--- src/rtl/traffic_light_fsm_pkg.sv ---
// rtl/traffic_light_fsm_pkg.sv - shared state and lamp encodings for the junction controller
package traffic_light_fsm_pkg;

  typedef enum logic [2:0] {
    MAIN_GREEN  = 3'd0,
    MAIN_YELLOW = 3'd1,
    ALL_RED_A   = 3'd2,
    SIDE_GREEN  = 3'd3,
    SIDE_YELLOW = 3'd4,
    ALL_RED_B   = 3'd5
  } state_e;

  // Lamp vectors are {red, yellow, green}
  localparam logic [2:0] RED = 3'b100;
  localparam logic [2:0] YEL = 3'b010;
  localparam logic [2:0] GRN = 3'b001;

  function automatic logic [2:0] main_lamp(input state_e s);
    case (s)
      MAIN_GREEN:  return GRN;
      MAIN_YELLOW: return YEL;
      default:     return RED;
    endcase
  endfunction

  function automatic logic [2:0] side_lamp(input state_e s);
    case (s)
      SIDE_GREEN:  return GRN;
      SIDE_YELLOW: return YEL;
      default:     return RED;
    endcase
  endfunction

endpackage

--- src/rtl/traffic_light_fsm_timer.sv ---
// rtl/traffic_light_fsm_timer.sv - tick-gated phase timer with clear, saturate and expiry compare
module phase_timer #(
  parameter int TIMER_W = 8
) (
  input  logic               clk,
  input  logic               rst_i,
  input  logic               tick_i,
  input  logic               clear_i,
  input  logic [TIMER_W-1:0] limit_i,
  output logic               expire_o
);

  logic [TIMER_W-1:0] timer_q, timer_d;

  // Clear on phase entry; otherwise count ticks, holding at the phase limit
  always_comb begin
    timer_d = timer_q;
    if (clear_i) begin
      timer_d = '0;
    end else if (tick_i && (timer_q < limit_i)) begin
      timer_d = timer_q + 1'b1;
    end
  end

  // Timer register
  always_ff @(posedge clk) begin
    if (rst_i) begin
      timer_q <= '0;
    end else begin
      timer_q <= timer_d;
    end
  end

  // The tick that lands on the last count of a phase ends it
  assign expire_o = tick_i && (timer_q == limit_i);

endmodule

--- src/rtl/traffic_light_fsm.sv ---
// rtl/traffic_light_fsm.sv - two-road junction phase controller with pedestrian walk lamp
module traffic_light_fsm
  import traffic_light_fsm_pkg::*;
#(
  parameter int MAIN_GREEN_S  = 10,
  parameter int MAIN_YELLOW_S = 3,
  parameter int ALL_RED_S     = 1,
  parameter int SIDE_GREEN_S  = 6,
  parameter int SIDE_YELLOW_S = 3,
  parameter int TIMER_W       = 8
) (
  input  logic       clk,
  input  logic       controller_reset,
  input  logic       sec_tick,
  input  logic       side_car,
  input  logic       ped_req,
  output logic [2:0] main_light,
  output logic [2:0] side_light,
  output logic       walk,
  output logic [2:0] phase
);

  localparam logic [TIMER_W-1:0] MG_LIM = TIMER_W'(MAIN_GREEN_S - 1);
  localparam logic [TIMER_W-1:0] MY_LIM = TIMER_W'(MAIN_YELLOW_S - 1);
  localparam logic [TIMER_W-1:0] AR_LIM = TIMER_W'(ALL_RED_S - 1);
  localparam logic [TIMER_W-1:0] SG_LIM = TIMER_W'(SIDE_GREEN_S - 1);
  localparam logic [TIMER_W-1:0] SY_LIM = TIMER_W'(SIDE_YELLOW_S - 1);

  state_e             state_q, state_d;
  logic [2:0]         main_q, side_q;
  logic               walk_q, walk_d;
  logic               ped_pending_q, ped_pending_d;
  logic [TIMER_W-1:0] limit;
  logic               expire;
  logic               enter_side;

  // Last timer count of the current phase; main green holds here until demand
  always_comb begin
    limit = AR_LIM;
    case (state_q)
      MAIN_GREEN:  limit = MG_LIM;
      MAIN_YELLOW: limit = MY_LIM;
      SIDE_GREEN:  limit = SG_LIM;
      SIDE_YELLOW: limit = SY_LIM;
      default:     limit = AR_LIM;
    endcase
  end

  phase_timer #(
    .TIMER_W (TIMER_W)
  ) u_timer (
    .clk      (clk),
    .rst_i    (controller_reset),
    .tick_i   (sec_tick),
    .clear_i  (state_d != state_q),
    .limit_i  (limit),
    .expire_o (expire)
  );

  // Next phase, pedestrian latch and walk lamp
  always_comb begin
    state_d = state_q;
    case (state_q)
      MAIN_GREEN:  if (expire && (side_car || ped_pending_q)) state_d = MAIN_YELLOW;
      MAIN_YELLOW: if (expire) state_d = ALL_RED_A;
      ALL_RED_A:   if (expire) state_d = SIDE_GREEN;
      SIDE_GREEN:  if (expire) state_d = SIDE_YELLOW;
      SIDE_YELLOW: if (expire) state_d = ALL_RED_B;
      ALL_RED_B:   if (expire) state_d = MAIN_GREEN;
      default:     state_d = ALL_RED_B;
    endcase
    enter_side    = (state_d == SIDE_GREEN) && (state_q != SIDE_GREEN);
    // A new press on the clearing edge survives into the next cycle
    ped_pending_d = ped_req || (ped_pending_q && !enter_side);
    walk_d        = (state_d == SIDE_GREEN) && (enter_side ? ped_pending_q : walk_q);
  end

  // State and registered lamp decode of the next state
  always_ff @(posedge clk) begin
    if (controller_reset) begin
      state_q       <= ALL_RED_B;
      main_q        <= RED;
      side_q        <= RED;
      walk_q        <= 1'b0;
      ped_pending_q <= 1'b0;
    end else begin
      state_q       <= state_d;
      main_q        <= main_lamp(state_d);
      side_q        <= side_lamp(state_d);
      walk_q        <= walk_d;
      ped_pending_q <= ped_pending_d;
    end
  end

  assign main_light = main_q;
  assign side_light = side_q;
  assign walk       = walk_q;
  assign phase      = state_q;

endmodule

--- config.mk ---
export PLATFORM = sky130hd
export DESIGN_NAME = traffic_light_fsm
export DESIGN_NICKNAME = d
export VERILOG_FILES = /design/src/rtl/traffic_light_fsm_pkg.sv /design/src/rtl/traffic_light_fsm_timer.sv /design/src/rtl/traffic_light_fsm.sv
export SDC_FILE = /design/constraint.sdc
export NUM_CORES = 1
export LEC_CHECK = 0
export CAP_MARGIN = 20
export CORE_MARGIN = 8
export CORE_UTILIZATION = 49
export CTS_BUF_LIST = sky130_fd_sc_hd__clkbuf_4
export DETAILED_ROUTE_END_ITERATION = 7
export GPL_ROUTABILITY_DRIVEN = 0
export GPL_TIMING_DRIVEN = 0
export PLACE_DENSITY_LB_ADDON = 0.1
export SYNTH_ARGS = -nofsm -noshare
export SYNTH_HDL_FRONTEND = slang
export SYNTH_SLANG_ARGS = --single-unit
--- constraint.sdc ---
create_clock -name clk -period 2.1 [get_ports clk]
set_input_delay 0.21 -clock clk [delete_from_list [all_inputs] [get_ports clk]]
set_output_delay 0.21 -clock clk [all_outputs]
set_load 0.01 [all_outputs]
==> insert_results.sql <==
INSERT INTO impl_metrics (metric_group, metric, value, unit) VALUES
('final_layout', 'layout-drive-gt1-share', '26.0', '%'),
('pwr', 'power.sequential.fraction', '29.6', '%'),
('synth', 'synthesis.yosys.warnings', '0', ''),
('die', 'floorplan.die_area', '3570', 'um2'),
('timing', 'timing.setup.tns', '0', 'ns'),
('synth', 'biggest_area_contributors_in_the_synthesized_netlist', 'sky130_fd_sc_hd__dfxtp_1 (41%), sky130_fd_sc_hd__ha_1 (6.7%), sky130_fd_sc_hd__a21oi_1 (4.3%)', ''),
('worst_hold_path', 'hold_path_class', 'flop to flop', ''),
('setup_path', 'crit_required', '2.34', 'ns'),
('synth', 'synth_edf_count', '0', ''),
('clocking', 'clock_root_cell', 'sky130_fd_sc_hd__clkbuf_4', ''),
('timing', 'timing.max_slew.rel_slack', '76.9', '%'),
('synth', 'yosysTopAreaCell', 'sky130_fd_sc_hd__dfxtp_1', ''),
('die', 'rows', '16', ''),
('final_layout', 'num-nets-final', '134', ''),
('placement', 'detailedPlace.worstSlack', '-0.146', 'ns'),
('placement', 'place.detailed.hpwl', '1470', 'um'),
('setup_path', 'arrival', '2.32', 'ns'),
('pwr', 'total_switching_power', '0.577', 'mW'),
('timing', 'hold_viol_final', '0', ''),
('synth', 'synth_top_cell_area_share', '40.6', '%'),
('global_route', 'initial_antenna_violation_count', '0', ''),
('pwr', 'power_density', '1260', 'nW/um2'),
('clocking', 'clock-sinks', '19', ''),
('drt', 'drt_first_iter_violations', '13', ''),
('drt', 'ant_nets', '0', ''),
('timing', 'timing.final.ws_setup', '0.0188', 'ns'),
('setup_path', 'setup.worst_path.end_class', 'flop', ''),
('synth', 'synth_common_cells', 'sky130_fd_sc_hd__dfxtp_1 (19), sky130_fd_sc_hd__a21oi_1 (8), sky130_fd_sc_hd__nand3_1 (7)', ''),
('worst_hold_path', 'hold_path_depth', '1', ''),
('timing', 'max_clock_freq', '0.480', 'GHz'),
('die', 'floorplan.die.height', '59.7', 'um'),
('global_route', 'vias_in_the_first_global_route', '796', ''),
('drt', 'drt_drc_violations_left', '0', ''),
('pwr', 'combinationalPowerShare', '57.6', '%'),
('synth', 'sequential_element_share_of_the_synthesized_area', '40.6', '%'),
('setup_path', 'setup_crit_start_kind', 'flop', ''),
('synth', 'synth_most_common_cell', 'sky130_fd_sc_hd__dfxtp_1', ''),
('setup_path', 'worst-setup-path-type', 'flop to flop', ''),
('pwr', 'cellLeakagePower', '0.490', 'nW'),
('drt', 'drt-pass1-iter-count', '4', ''),
('clocking', 'cts.htree.levels', '1', ''),
('synth', 'synth_top_flop_cell', 'sky130_fd_sc_hd__dfxtp_1', ''),
('synth', 'post_synth.cell_area_avg', '9.37', 'um2'),
('die', 'start_util', '49.8', '%'),
('global_route', 'globalRouteTotalUtil', '11.6', '%'),
('final_layout', 'synthToLayoutAreaGrowth', '33.8', '%'),
('drt', 'routedWlPerCell', '13.3', 'um'),
('status', 'result_of_the_run', 'finished, final reports clean', ''),
('synth', 'ys_seq_elements', '19', ''),
('setup_path', 'rr_worst_depth', '8', ''),
('clocking', 'worst_setup_hold_path_clk_slew', '0.11', 'ns'),
('flow_run', 'maxCapViolations', '0', ''),
('clocking', 'clock_path_buffers', '2', ''),
('clocking', 'cts_made_buffers', '3', ''),
('final_layout', 'antenna-diode-count', '0', ''),
('pwr', 'report.power.total', '1.57', 'mW'),
('placement', 'place.detailed.instances', '141', ''),
('drt', 'vias', '817', ''),
('pwr', 'clock_power_share', '12.8', '%'),
('timing', 'final_period_demand_of_the_worst_path', '2.08', 'ns'),
('synth', 'syn-num-nets', '110', ''),
('timing', 'hold_ws', '0.461', 'ns'),
('timing', 'rsz0062_at_grt', 'yes', ''),
('timing', 'finalMaxSlewViolations', '0', ''),
('setup_path', 'critical_path_peak_fanout', '4', ''),
('drt', 'vias_per_cell', '5.45', ''),
('die', 'pin_count', '15', ''),
('global_route', 'grt_first_pass_wirelength', '3210', 'um'),
('synth', 'mappedNetlistArea', '937', 'um2'),
('pwr', 'internal_power', '0.997', 'mW'),
('die', 'die_width', '59.7', 'um');
-- repair_timing --
item                       4_1_cts  5_1_grt
hold endpoints to repair         0        0
pin swaps                        3        4
resized for setup                9        5
setup endpoints to repair        9        5
buffers inserted                 5        2
-- metrics by stage --
step	area, um2	util (%)
final	1250	66.6
after global routing	1250	66.6
after CTS	1230	65.6
after detailed placement	1140	60.6
after global placement	1140	60.6
after floorplan	966	-
-- flip-flops by register name, summed over array words and instances (netlist names) --
signal / flops
u_timer.timer_q: 8
main_light: 3
phase: 3
side_light: 3
ped_pending_q: 1
walk: 1
-- metal layers --
metal | share of wire [%] | vias up | global-route usage, % | routed length (um)
met2 | 48 | 25 | 19.2 | 949
met3 | 5.9 | 4 | 2.37 | 117
li1 | - | 416 | - | -
met1 | 46 | 372 | 13.2 | 909
met4 | 0.85 | 0 | 6.80 | 17
met5 | 0 | - | 0 | 0
-- worst paths after layout --
check                                         from            endpoint  slack [ns]
worst max-delay path                      phase[0]  u_timer.timer_q[2]        0.02
worst min-delay path            u_timer.timer_q[6]  u_timer.timer_q[6]        0.46
worst max register to register            phase[0]  u_timer.timer_q[2]        0.02
worst min register to register  u_timer.timer_q[6]  u_timer.timer_q[6]        0.46
-- layout make-up --
cell class | count | area (um2) | share of cell area [%]
Multi-Input combinational cell | 75 | 583 | 46.5
Sequential cell | 19 | 384 | 30.6
Timing Repair Buffer | 21 | 196 | 15.7
Tap cell | 27 | 33.8 | 2.69
Clock buffer | 4 | 30.0 | 2.40
Buffer | 1 | 15.0 | 1.20
Inverter | 3 | 11.3 | 0.898
-- cell families (layout without fill, tap and decap cells) --
kind of cell / after synthesis / count (layout) / share of synthesized area, %
AND/OR/NAND/NOR: 41 / 41 / 27.8
AO/OA/AOI/OAI: 25 / 25 / 18.3
flip-flops: 19 / 19 / 40.6
buffers and inverters: 6 / 29 / 2.40
adder cells (fa/ha/maj): 5 / 5 / 6.68
multiplexers: 3 / 3 / 3.34
XOR/XNOR: 1 / 1 / 0.935
-- worst max-delay path, stage by stage (launching register included) --
cell                       delay, ns
sky130_fd_sc_hd__dfxtp_2        0.36
sky130_fd_sc_hd__buf_8          0.12
sky130_fd_sc_hd__xor2_1         0.14
sky130_fd_sc_hd__nand2b_1       0.07
sky130_fd_sc_hd__ha_1           0.31
sky130_fd_sc_hd__nor2b_4        0.14
sky130_fd_sc_hd__o31a_4         0.29
sky130_fd_sc_hd__or4_4          0.48
sky130_fd_sc_hd__a21oi_2        0.12
-- cell usage in the layout (no fill, tap or decap), drive strengths merged, types with 2 or more instances in the layout --
| cell type | instances |
|---|---|
| buf | 8 |
| and4 | 2 |
| ha | 5 |
| or3 | 3 |
| mux2i | 2 |
| inv | 3 |
| a21oi | 8 |
| clkbuf | 4 |
| nand2 | 5 |
| a211oi | 2 |
| dfxtp | 19 |
| clkdlybuf4s50 | 14 |
| o21ai | 3 |
| and2 | 3 |
| or4 | 2 |
| o21bai | 2 |
| nand3 | 7 |
| nand3b | 2 |
| o31ai | 4 |
| nor3 | 4 |
| nor2 | 6 |
| o21a | 3 |
-- power groups by stage --
stage	Clock, mW	Combinational, mW	Sequential (mW)
after global placement	0	0.697	0.459
after CTS	0.202	0.870	0.458
after detailed placement	0	0.708	0.461
after floorplan	0	0.491	0.480
after global routing	0.217	0.982	0.472
final	0.201	0.907	0.466
No activity file was read; power rests on OpenSTA's default activity.
